===== config.mk =====
export PLATFORM = sky130hd
export DESIGN_NAME = spram_arbiter
export DESIGN_NICKNAME = d
export VERILOG_FILES = /design/src/rtl/spram_arbiter.sv
export SDC_FILE = /design/constraint.sdc
export NUM_CORES = 1
export LEC_CHECK = 0
export CAP_MARGIN = 20
export CORE_UTILIZATION = 42
export DETAILED_ROUTE_END_ITERATION = 12
export PLACE_DENSITY = 0.77
export SYNTH_ARGS = -nofsm -noshare
export SYNTH_HDL_FRONTEND = slang
export SYNTH_SLANG_ARGS = --single-unit

===== constraint.sdc =====
create_clock -name clk -period 1.8 [get_ports clk]
set_input_delay 0.27 -clock clk [delete_from_list [all_inputs] [get_ports clk]]
set_output_delay 0.27 -clock clk [all_outputs]
set_load 0.005 [all_outputs]

===== src/rtl/spram_arbiter.sv =====
// spram_arbiter: two-port (capture write / display read) arbiter in front of a
// single-port SPRAM. Arbitration happens every cycle; the winning request is
// registered, so the memory strobes and the matching ack appear one cycle later.
//
// Ports
//   clk, rst_n           rising-edge clock, synchronous active-low reset
//   wr_req/addr/data     write request, held until wr_ack; wr_ack one-cycle pulse
//   rd_req/addr          read request, held until rd_ack; rd_ack one-cycle pulse
//   rd_valid/rd_data     read result, pulses two cycles after the read grant
//   mem_ad/di/we, mem_do SPRAM interface (mem_do valid one cycle after address)
//   wr_count/_clr        count of in-range writes, synchronous clear
module spram_arbiter #(
  parameter int unsigned ADDR_W       = 14,
  parameter int unsigned DATA_W       = 16,
  parameter int unsigned DEPTH_LIMIT  = 16000,
  parameter int unsigned STARVE_LIMIT = 4
) (
  input  logic              clk,
  input  logic              rst_n,
  input  logic              wr_req,
  input  logic [ADDR_W-1:0] wr_addr,
  input  logic [DATA_W-1:0] wr_data,
  output logic              wr_ack,
  input  logic              rd_req,
  input  logic [ADDR_W-1:0] rd_addr,
  output logic              rd_ack,
  output logic              rd_valid,
  output logic [DATA_W-1:0] rd_data,
  output logic [ADDR_W-1:0] mem_ad,
  output logic [DATA_W-1:0] mem_di,
  output logic              mem_we,
  input  logic [DATA_W-1:0] mem_do,
  output logic [ADDR_W-1:0] wr_count,
  input  logic              wr_count_clr
);

  localparam int unsigned SW = (STARVE_LIMIT > 0) ? $clog2(STARVE_LIMIT + 1) : 1;
  localparam logic [SW-1:0] STARVE_MAX = SW'(STARVE_LIMIT);

  typedef enum logic [1:0] {IDLE, GNT_RD, GNT_WR} state_e;

  state_e              state_q, state_d;
  logic [SW-1:0]       starve_q, starve_d;
  logic [ADDR_W-1:0]   mem_ad_q;
  logic [DATA_W-1:0]   mem_di_q;
  logic                mem_we_q;
  logic                rd_oor_q;
  logic                rd_valid_q;
  logic                rd_zero_q;
  logic [DATA_W-1:0]   rd_data_q;
  logic [ADDR_W-1:0]   wr_count_q;

  logic wr_elig, rd_elig, wr_in_range, rd_in_range, cnt_inc;

  assign wr_in_range = 32'(wr_addr) < DEPTH_LIMIT;
  assign rd_in_range = 32'(rd_addr) < DEPTH_LIMIT;

  // A requester whose ack is showing this cycle sits out one arbitration round.
  assign wr_elig = wr_req && (state_q != GNT_WR);
  assign rd_elig = rd_req && (state_q != GNT_RD);

  always_comb begin
    state_d = IDLE;
    if (wr_elig && (!rd_elig || (starve_q >= STARVE_MAX))) begin
      state_d = GNT_WR;
    end else if (rd_elig) begin
      state_d = GNT_RD;
    end

    starve_d = starve_q;
    if (!wr_req || state_d == GNT_WR) begin
      starve_d = '0;
    end else if (state_q != GNT_WR && starve_q < STARVE_MAX) begin
      starve_d = starve_q + 1'b1;
    end
  end

  assign cnt_inc = (state_d == GNT_WR) && wr_in_range;

  always_ff @(posedge clk) begin
    if (!rst_n) begin
      state_q    <= IDLE;
      starve_q   <= '0;
      mem_ad_q   <= '0;
      mem_di_q   <= '0;
      mem_we_q   <= 1'b0;
      rd_oor_q   <= 1'b0;
      rd_valid_q <= 1'b0;
      rd_zero_q  <= 1'b0;
      rd_data_q  <= '0;
      wr_count_q <= '0;
    end else begin
      state_q    <= state_d;
      starve_q   <= starve_d;
      mem_we_q   <= cnt_inc;
      rd_oor_q   <= (state_d == GNT_RD) && !rd_in_range;
      rd_valid_q <= (state_q == GNT_RD);
      rd_zero_q  <= rd_oor_q;
      case (state_d)
        GNT_WR: begin
          mem_ad_q <= wr_addr;
          mem_di_q <= wr_data;
        end
        GNT_RD:  mem_ad_q <= rd_in_range ? rd_addr : '0;
        default: ;
      endcase
      if (wr_count_clr) begin
        wr_count_q <= cnt_inc ? ADDR_W'(1) : '0;
      end else if (cnt_inc) begin
        wr_count_q <= wr_count_q + 1'b1;
      end
      if (rd_valid_q) begin
        rd_data_q <= rd_data;
      end
    end
  end

  // The SPRAM output register is the second read stage: mem_do is presented
  // directly during the rd_valid pulse, then held in rd_data_q afterwards.
  assign rd_data  = rd_valid_q ? (rd_zero_q ? '0 : mem_do) : rd_data_q;
  assign rd_valid = rd_valid_q;
  assign wr_ack   = (state_q == GNT_WR);
  assign rd_ack   = (state_q == GNT_RD);
  assign mem_ad   = mem_ad_q;
  assign mem_di   = mem_di_q;
  assign mem_we   = mem_we_q;
  assign wr_count = wr_count_q;

endmodule


==> impl_metrics.tcl <==
set metrics [dict create \
    synth_simple_gate_area_share 0.245 \
    final.setup.tns_ps 0 \
    initialDrtViolationCount 109 \
    ys.flop_type "dfxtp_1" \
    rsz0062_at_grt "false" \
    gp_congestion 0.840 \
    hold_violations 0 \
    nets 567 \
    r2r-end "mem_ad[12]" \
    overflow 0 \
    cts_buffers 9 \
    endpoint "rd_ack" \
    clk_pin_slew_ps 80 \
    ys_seq_area_frac 0.464 \
    start_kind "flop" \
    core_sq_um 6830 \
    synth_nets 416 \
    vias 3097 \
    internal_power_uw 2860 \
    die_area_sq_um 7430 \
    post-route-drc-count 0 \
    arrival_ps 1470 \
    synthAdderAreaFrac 0.00841 \
    yosysTopAreaCell "dfxtp_1" \
    p_per_area_nw_per_um2 784 \
    avgViaCountPerCell 5.15 \
    synthArstFlopShare 0 \
    synth_area_leaders "dfxtp_1, nand2_1, a21oi_1" \
    n_antenna_cell 0 \
    fin_area_sq_um 4740 \
    synth_top_area_frac 0.464 \
    die_w_um 86.2 \
    cap_violations 0 \
    period_share 0.964 \
    p_leak_uw 0.00186 \
    wl_per_cell_um 14.2 \
    outcome "finished clean" \
    max_freq_mhz 576 \
    htree_levels 3 \
    cp_cell_sequence "nand2b_4, clkinv_2, clkdlybuf4s50_1" \
    switchingPower_uw 851 \
    hp-start "rd_oor_q" \
    syn_to_final_growth_pct 59.1 \
    clock_sink_count 69 \
    seqCellArea_sq_um 1380 \
    synth_top_family_by_area "simple AND/OR/NAND/NOR gates" \
    drive_gt1_frac 0.127 \
    yosys_warnings 0 \
    dpl.cell_count 582 \
    netlist_instances 349 \
    synth_mux_area_frac 0.00336 \
    drtPass1Iterations 4 \
    reg2reg_from "state_q[1]" \
    cts_tree "built" \
    die_height_um 86.2 \
    synth-xor-area-share 0.00294 \
    grt_max_degree 21 \
    cp_max_fo 6 \
    root_buffer "clkbuf_8" \
    max_stage_delay_ps 520 \
    synth_area_sq_um 2980 \
    place_area_sq_um 4500 \
    ff2ff_setup_slack_ps 120 \
    ant_nets 0 \
    final_util 0.693 \
    clock_latency_ps 340 \
    fillCellCount 568 \
    io_pins 129 \
    pwr-share-clk 0.405 \
    p_comb_frac 0.156 \
    crit_slowest_cell "clkdlybuf4s50_1" \
    worstSetupEndpointType "primary output" \
    switching_share 0.229 \
    io_buffers 128 \
    cts_hold_buf 0 \
    startpoint "state_q[1]" \
    track_usage 0.237 \
    syn_avg_cell_area_sq_um 8.53 \
    period_needed_ps 1740 \
    layout_commonest_cell "clkdlybuf4s50_1" \
    clk_path_buf_depth 2 \
    clock_skew_ps 8.47 \
    pwr-share-seq 0.439 \
    grt_pass1_vias 3025 \
    setup_violations 0 \
    dpl.hpwl_mm 6.17 \
    ys_ff_latch 69 \
    start_util 0.436 \
    drt_wl_total_mm 8.51 \
    multi_input_area_sq_um 1430 \
    antenna_found_initial 0 \
    rows 30 \
    grt_pass1_wl_mm 13.8 \
    final_cell_mix "clkdlybuf4s50_1, dfxtp_1, nand2_1" \
    synth_edf_count 0 \
    crit_type "reg -> out" \
    hold_class "reg -> reg" \
    synth-compound-area-share 0.219 \
    worst_slew_pin_slew_ps 614 \
    finalNonFillerCells 601 \
    slew_violations 0 \
    reg2reg_depth 5 \
    ir_drop_uv 432 \
    slew_headroom 0.589 \
    yosysUniqueCellTypes 43 \
    cp.required_ps 1530 \
]
## power by group through the flow
stage	sequential (uW)	combinational [uW]	clock, uW
global route	1640	630	1610
global placement	1660	579	0
floorplan	1670	209	0
detailed placement	1660	586	0
CTS	1630	584	1530
finish	1630	580	1500
## repair_timing
action / CTS / global route
resized for setup: 26 / 9
setup endpoints to repair: 17 / 6
buffers inserted: 2 / 0
endpoints found under the hold margin: 0 / 0
cloned: 1 / 0
## logic make-up (layout without fill, tap and decap cells)
group / count (synthesis) / after routing
compound gates: 99 / 99
xor+xnor: 1 / 1
fa+ha+maj: 2 / 2
buf+inv: 39 / 195
flops: 69 / 69
mux: 1 / 1
simple gates: 138 / 138
## per-layer routing
| layer | wire length (um) | track usage |
|---|---|---|
| met1 | 3580 | 0.273 |
| met2 | 4060 | 0.413 |
| met3 | 721 | 0.0781 |
| met4 | 146 | 0.0818 |
| met5 | 0 | 0 |
## final cells by class
cell class	count	share of cell area
Tap cell	96	0.0254
Timing Repair Buffer	159	0.314
Clock inverter	6	0.0235
Sequential cell	69	0.292
Multi-Input combinational cell	241	0.303
Clock buffer	10	0.0269
Inverter	20	0.0161
## worst min path at each step
| stage | endpoint | slack [ps] | cells after the start |
|---|---|---|---|
| final | rd_zero_q | 440 | 1 |
| after global placement | rd_zero_q | 420 | 1 |
| after CTS | rd_zero_q | 450 | 1 |
| after floorplan | mem_di[0] | 410 | 2 |
| after detailed placement | rd_zero_q | 430 | 1 |
| after global routing | mem_di[13] | 460 | 3 |
## state kept, by name (all words and copies together), names as in the netlist
register   flops
rd_valid       1
rd_oor_q       1
mem_di        16
mem_we         1
wr_count      14
mem_ad        14
rd_data_q     16
starve_q       3
state_q        2
rd_zero_q      1
## Yosys cell counts, types with 3 or more instances
master    count
buf_2         5
nand2_1      60
a21oi_1      35
nand4_1       7
a311oi_1      5
nor3_1        3
or4_1         7
dfxtp_1      69
and2_1       20
nor2_1        8
clkbuf_1     12
o21ai_0      27
inv_1        17
nor2b_1       3
nand2b_1      4
a221o_1       9
nand3_1       3
o31ai_1       8
and3_1       12
## through the flow
stage | setup WS, ps | power [uW] | hold WS, ps
after floorplan | 242 | 1880 | 406
after global placement | -75.7 | 2240 | 421
after detailed placement | -92.3 | 2250 | 427
after CTS | 51.5 | 3750 | 446
after global routing | 9.99 | 3880 | 464
final | 64.0 | 3710 | 442
## critical path: cells and delay by family, from the launching register on
family	cells	cell delay (ps)
buf+inv	2	640
flops	1	320
simple gates	1	150
No activity file was read; power rests on OpenSTA's default activity.
